`src/rtl/yc_niu_target.sv`:
```
// yc_niu_target: responder NIU that executes single-flit requests against a local register store.
// Define YC_NIU_TGT_DSTCHK_EN to drop misrouted requests and expose misroute_cnt.
package yc_niu_pkg;
    typedef struct packed {
        logic [3:0]  dst_x;
        logic [3:0]  dst_y;
        logic [3:0]  src_x;
        logic [3:0]  src_y;
        logic [31:0] payload;
    } flit_t;
    localparam logic [1:0] OP_PING = 2'b00, OP_WRITE = 2'b01, OP_READ = 2'b10, OP_ERR = 2'b11;
endpackage

module yc_niu_target
    import yc_niu_pkg::*;
#(
    parameter int MY_X      = 1,
    parameter int MY_Y      = 0,
    parameter int MEM_DEPTH = 16,
    parameter int RX_DEPTH  = 2
) (
    input  logic        clk,
    input  logic        rst,
    input  logic        rx_valid,
    input  flit_t       rx_flit,
    output logic        rx_ready,
    output logic        tx_valid,
    output flit_t       tx_flit,
    input  logic        tx_ready,
`ifdef YC_NIU_TGT_DSTCHK_EN
    output logic [15:0] misroute_cnt,
`endif
    output logic [15:0] req_cnt,
    output logic [15:0] rsp_cnt
);
    localparam logic [1:0] S_IDLE = 2'd0, S_EXEC = 2'd1, S_RESP = 2'd2;
    localparam int MAW = (MEM_DEPTH > 1) ? $clog2(MEM_DEPTH) : 1;
    localparam int FAW = (RX_DEPTH > 1) ? $clog2(RX_DEPTH) : 1;
    localparam logic [FAW-1:0] F_LAST = FAW'(RX_DEPTH - 1);
    localparam logic [FAW:0] F_FULL = (FAW + 1)'(RX_DEPTH);
    localparam logic [8:0] M_LIM = 9'(MEM_DEPTH);

    logic [1:0]     r_state;
    logic           r_up;
    flit_t          r_fifo [RX_DEPTH];
    logic [FAW-1:0] r_wp, r_rp;
    logic [FAW:0]   r_cnt;
    flit_t          r_req, r_tx;
    logic [15:0]    r_mem [MEM_DEPTH];
    logic [15:0]    r_req_cnt, r_rsp_cnt;
    logic           w_empty, w_full, w_push, w_pop, w_exec, w_drop, w_bad, w_done;
    logic [1:0]     w_op;
    logic [7:0]     w_addr;
    flit_t          w_rsp;

    assign w_empty  = r_cnt == '0;
    assign w_full   = r_cnt == F_FULL;
    // rx_ready stays low until the first clock after reset release
    assign rx_ready = r_up && !w_full;
    assign w_push   = rx_valid && rx_ready;
    assign w_exec   = r_state == S_EXEC;
    assign w_done   = (r_state == S_RESP) && tx_ready;
    assign w_op     = r_req.payload[31:30];
    assign w_addr   = r_req.payload[23:16];
    assign w_bad    = (w_op == OP_ERR) || ({1'b0, w_addr} >= M_LIM);
`ifdef YC_NIU_TGT_DSTCHK_EN
    assign w_drop   = w_exec && ((r_req.dst_x != 4'(MY_X)) || (r_req.dst_y != 4'(MY_Y)));
`else
    assign w_drop   = 1'b0;
`endif
    assign w_pop    = !w_empty && ((r_state == S_IDLE) || w_drop || w_done);
    assign tx_valid = r_state == S_RESP;
    assign tx_flit  = r_tx;
    assign req_cnt  = r_req_cnt;
    assign rsp_cnt  = r_rsp_cnt;

    always_comb begin
        w_rsp               = '0;
        w_rsp.dst_x         = r_req.src_x;
        w_rsp.dst_y         = r_req.src_y;
        w_rsp.src_x         = 4'(MY_X);
        w_rsp.src_y         = 4'(MY_Y);
        w_rsp.payload[29:16] = r_req.payload[29:16];
        w_rsp.payload[31:30] = w_bad ? OP_ERR : w_op;
        w_rsp.payload[15:0]  = w_bad ? 16'hDEAD :
                               (w_op == OP_READ) ? r_mem[w_addr[MAW-1:0]] : r_req.payload[15:0];
    end

    always_ff @(posedge clk)
        if (w_push) r_fifo[r_wp] <= rx_flit;

    always_ff @(posedge clk or posedge rst)
        if (rst) begin
            r_wp  <= '0;
            r_rp  <= '0;
            r_cnt <= '0;
        end else begin
            if (w_push) r_wp <= (r_wp == F_LAST) ? '0 : r_wp + 1'b1;
            if (w_pop) r_rp <= (r_rp == F_LAST) ? '0 : r_rp + 1'b1;
            r_cnt <= r_cnt + (FAW + 1)'(w_push) - (FAW + 1)'(w_pop);
        end

    always_ff @(posedge clk or posedge rst)
        if (rst) begin
            for (int i = 0; i < MEM_DEPTH; i++) r_mem[i] <= '0;
        end else if (w_exec && !w_drop && !w_bad && (w_op == OP_WRITE)) begin
            r_mem[w_addr[MAW-1:0]] <= r_req.payload[15:0];
        end

    always_ff @(posedge clk or posedge rst)
        if (rst) begin
            r_state   <= S_IDLE;
            r_up      <= 1'b0;
            r_req     <= '0;
            r_tx      <= '0;
            r_req_cnt <= '0;
            r_rsp_cnt <= '0;
        end else begin
            r_up <= 1'b1;
            if (w_pop) r_req <= r_fifo[r_rp];
            if (w_exec && !w_drop) r_tx <= w_rsp;
            if (w_push) r_req_cnt <= r_req_cnt + 16'd1;
            if (w_done) r_rsp_cnt <= r_rsp_cnt + 16'd1;
            r_state <= w_pop ? S_EXEC :
                       (w_exec && !w_drop) ? S_RESP :
                       ((r_state == S_RESP) && !tx_ready) ? S_RESP : S_IDLE;
        end

`ifdef YC_NIU_TGT_DSTCHK_EN
    logic [15:0] r_mis_cnt;
    assign misroute_cnt = r_mis_cnt;
    always_ff @(posedge clk or posedge rst)
        if (rst) r_mis_cnt <= '0;
        else if (w_drop) r_mis_cnt <= r_mis_cnt + 16'd1;
`endif
endmodule

```
`config.mk`:
```
export PLATFORM = sky130hd
export DESIGN_NAME = yc_niu_target
export DESIGN_NICKNAME = d
export VERILOG_FILES = /design/src/rtl/yc_niu_target.sv
export SDC_FILE = /design/constraint.sdc
export NUM_CORES = 1
export LEC_CHECK = 0
export ABC_AREA = 1
export BUFFER_PORTS_ARGS = -buffer_cell sky130_fd_sc_hd__buf_2
export CORE_MARGIN = 2
export CORE_UTILIZATION = 30
export CTS_BUF_LIST = sky130_fd_sc_hd__clkbuf_8
export DETAILED_ROUTE_END_ITERATION = 10
export SLEW_MARGIN = 40
export SYNTH_ARGS = -nofsm -noshare
export SYNTH_HDL_FRONTEND = slang
export SYNTH_SLANG_ARGS = --single-unit
```
`constraint.sdc`:
```
create_clock -name clk -period 16.7 [get_ports clk]
set_input_delay 4.175 -clock clk [delete_from_list [all_inputs] [get_ports clk]]
set_output_delay 4.175 -clock clk [all_outputs]
set_load 0.1 [all_outputs]
```
==> flow_metrics.py <==
metrics = {
    "setup_path": {
        "rr_endpoint": "r_mem[21]",
        "worstSetupStartpointType": "register",
        "slowest_stage": "buf_2",
        "cp.arrival_ps": 1830,
        "crit_path_max_incr_delay_ps": 500,
        "reg2reg_setup_slack_ps": 13320,
        "crit_type": "register to primary output",
        "required_ps": 12520,
        "path_max_fanout": 4,
        "r2r-start": "r_state[1]",
        "path_cells": "inv_1 > nor2_1 > buf_2",
        "end_kind": "primary output",
        "reg2reg_depth": 7,
    },
    "power_and_ir_drop": {
        "seq_power_share": 0.380,
        "p_int_mw": 2.099,
        "p_per_area_nw_per_um2": 168.9,
        "pwr-share-comb": 0.358,
        "pwr-share-clk": 0.262,
        "peakVddDrop_mv": 0.1678,
        "p_leak_nw": 10.62,
        "swShare": 0.4490,
        "switchingPower_mw": 1.710,
    },
    "floorplan": {
        "initial_core_util": 0.3039,
        "std_cell_rows": 93,
        "die_y_um": 259.6,
        "die-area_um2": 67370,
        "dieWidth_um": 259.6,
        "io_pins": 134,
        "core-area_um2": 64460,
    },
    "finish": {
        "drive_above_1_share": 0.1232,
        "fillers": 6609,
        "nNetsFinal": 2341,
        "final_util": 0.3497,
        "area_growth_pct": 15.06,
    },
    "sta": {
        "fin_crit_ps": 6010,
        "max_slew.worst_pin.slew_ps": 859.7,
        "max-slew-margin-rel": 0.4255,
        "slew_violations": 0,
        "finalSetupViolCount": 0,
        "fin_worst_skew_ps": 26.54,
        "fmax_ghz": 0.1664,
        "hold_viol": 0,
        "finalCritPeriodShare": 0.3599,
        "rsz0062_at_grt": "no",
        "setup_tns_ps": 0,
        "hold_slack_ps": 467.4,
    },
    "clock_tree": {
        "cts_root_buffer": "clkbuf_8",
        "path_clk_slew_ps": 60,
        "htree_levels": 3,
        "cts_tree": "yes",
        "clkLatencyLatePin_ps": 650,
        "cts_sinks": 456,
        "ctsResizeCount": 0,
        "postCtsHoldBufs": 0,
        "cts.path.max_buffers": 3,
        "numCtsBuffers": 76,
        "post_cts_buffers": 0,
    },
    "global_routing": {
        "grt_pass1_wl_um": 83540,
        "grt_usage": 0.1560,
        "grt_pass1_vias": 15160,
        "grt_max_degree": 124,
        "antenna_found_initial": 5,
        "grt_overflow_total": 0,
    },
    "yosys": {
        "synth-seq-area-share": 0.6028,
        "synth_area_leader_cell": "dfrtp_1",
        "syn_avg_cell_area_um2": 8.878,
        "yosysUniqueCellTypes": 36,
        "async_reset_ff_frac": 0.8246,
        "synth_ff_type": "dfrtp_1",
        "synth_edf_count": 80,
        "ys_warn_count": 0,
        "ys_top_cells_by_area": "dfrtp_1, nand2_1, edfxtp_1, o21ai_0, inv_1",
        "synth_top_area_share": 0.4802,
        "synth_area_um2": 19590,
        "synth_seq_cells": 456,
        "netlist_instances": 2207,
    },
    "route": {
        "ant_nets": 0,
        "vias": 15320,
        "drt-wirelength-per-cell_um": 16.13,
        "first_pass_iters": 6,
        "drt_wl_total_um": 51690,
        "drc": 0,
        "drtIter0Drc": 1144,
        "viasPerCell": 4.782,
    },
    "placement": {
        "gp_congestion": 0.7903,
        "portBuffers": 118,
        "hpwl_um": 29490,
    },
    "min_path": {
        "hold_end": "tx_flit[36]",
        "hp-start": "tx_flit[36]",
        "min_path_cells": 1,
        "hp-class": "register to register",
    },
    "status": {
        "status": "completed",
    },
    "flow_run": {
        "drv_cap": 0,
    },
}
==> state kept, by name, summed over array words and instances, names as in the netlist <==
signal	count
rsp_cnt	16
r_rp	1
tx_flit	41
r_up	1
r_state	2
r_fifo	80
r_wp	1
r_req	40
req_cnt	16
r_mem	256
r_cnt	2
==> worst max-delay path by stage <==
| stage | startpoint | to | slack (ps) | depth (start not counted) |
|---|---|---|---|---|
| finish | r_state[1] | tx_valid | 10690 | 3 |
| floorplan | rst | r_cnt[0] | 2080 | 1 |
| CTS | r_state[1] | tx_valid | 10620 | 3 |
| detailed placement | rst | r_rp | 10730 | 4 |
| global placement | rst | rsp_cnt[11] | 10720 | 3 |
| global route | r_state[1] | tx_valid | 10560 | 3 |
==> final cells by class <==
class | instances | area [um2] | area share
well taps | 855 | 1070 | 0.04745
clock inverters | 43 | 242.7 | 0.01077
repair buffers | 142 | 818.3 | 0.03630
diodes | 3 | 7.507 | 0.0003330
multi-input cells | 1500 | 6853 | 0.3040
clock buffers | 95 | 1308 | 0.05800
flip-flops and latches | 456 | 11820 | 0.5241
inverters | 110 | 429.2 | 0.01904
==> cell families after synthesis <==
logic type                 Yosys count  synth area share
AOI/OAI and AO/OA                  408            0.1117
muxes                                1         0.0005747
xor gates and xnor gates            31           0.01386
and+or+nand+nor                   1049            0.2157
DFF                                456            0.6028
adders and majority gates            3          0.001916
buffers and inverters              257           0.05300
other                                2         0.0003833
==> metal layers <==
metal  global-route usage  vias to the layer above  wire length (um)
met5                    0                        -                38
met3              0.04491                      110              4364
li1                     -                     7302                 -
met4              0.06082                        6              1490
met2               0.2525                      522             24000
met1               0.1968                     7381             21800
==> cells in the final DEF (no fill, tap or decap), drive strengths merged <==
cell | synthesis | routed
conb | 2 | 8
mux2 | 1 | 1
dfrtp | 376 | 376
nor3 | 8 | 8
buf | 47 | 142
ha | 3 | 3
clkinv | 1 | 14
diode | 0 | 3
nand2 | 916 | 916
a21oi | 15 | 15
or2 | 1 | 1
nand4 | 42 | 42
o21ai | 334 | 334
nor2 | 42 | 42
edfxtp | 80 | 80
o21a | 1 | 1
o211ai | 41 | 41
nand3 | 39 | 39
bufinv | 0 | 2
nand3b | 1 | 1
clkbuf | 100 | 95
o21bai | 6 | 6
xnor2 | 16 | 16
clkinvlp | 0 | 2
a211oi | 11 | 11
xor2 | 15 | 15
inv | 109 | 135
==> worst max-delay path: cells and delay by family, from the launching register on <==
family	cells	cell delay, ps
AND/OR/NAND/NOR	1	230
flip-flops	1	420
buffers and inverters	2	560
==> cell usage after synthesis, types with 4 or more instances <==
master,count
a211oi_1,11
a21oi_1,15
buf_1,12
buf_2,26
buf_4,8
clkbuf_1,97
dfrtp_1,376
edfxtp_1,80
inv_1,104
inv_2,5
nand2_1,914
nand3_1,35
nand3_2,4
nand4_1,36
nand4_2,5
nor2_1,31
nor2_2,7
nor2_4,4
nor3_1,8
o211ai_1,41
o21ai_0,290
o21ai_1,44
o21bai_1,6
xnor2_1,16
xor2_1,15
==> per-stage QoR <==
| step | setup slack, ps | std cells | power (mW) | instance area (um2) |
|---|---|---|---|---|
| after global placement | 10720 | 3061 | 2.786 | 20860 |
| after CTS | 10620 | 3201 | 3.844 | 22530 |
| final | 10690 | 3204 | 3.809 | 22540 |
| after global routing | 10560 | 3202 | 4.016 | 22540 |
| after detailed placement | 10730 | 3063 | 2.830 | 20980 |
| after floorplan | 2081 | 2213 | 2.458 | 19620 |
==> power by group through the flow <==
stage	logic, mW	clock network (mW)	registers (mW)
after CTS	1.37	1.03	1.45
final	1.36	0.998	1.45
after global placement	1.33	0	1.46
after global routing	1.47	1.07	1.47
after detailed placement	1.37	0	1.46
after floorplan	0.622	0	1.84
Power figures use the tool's default switching activity.
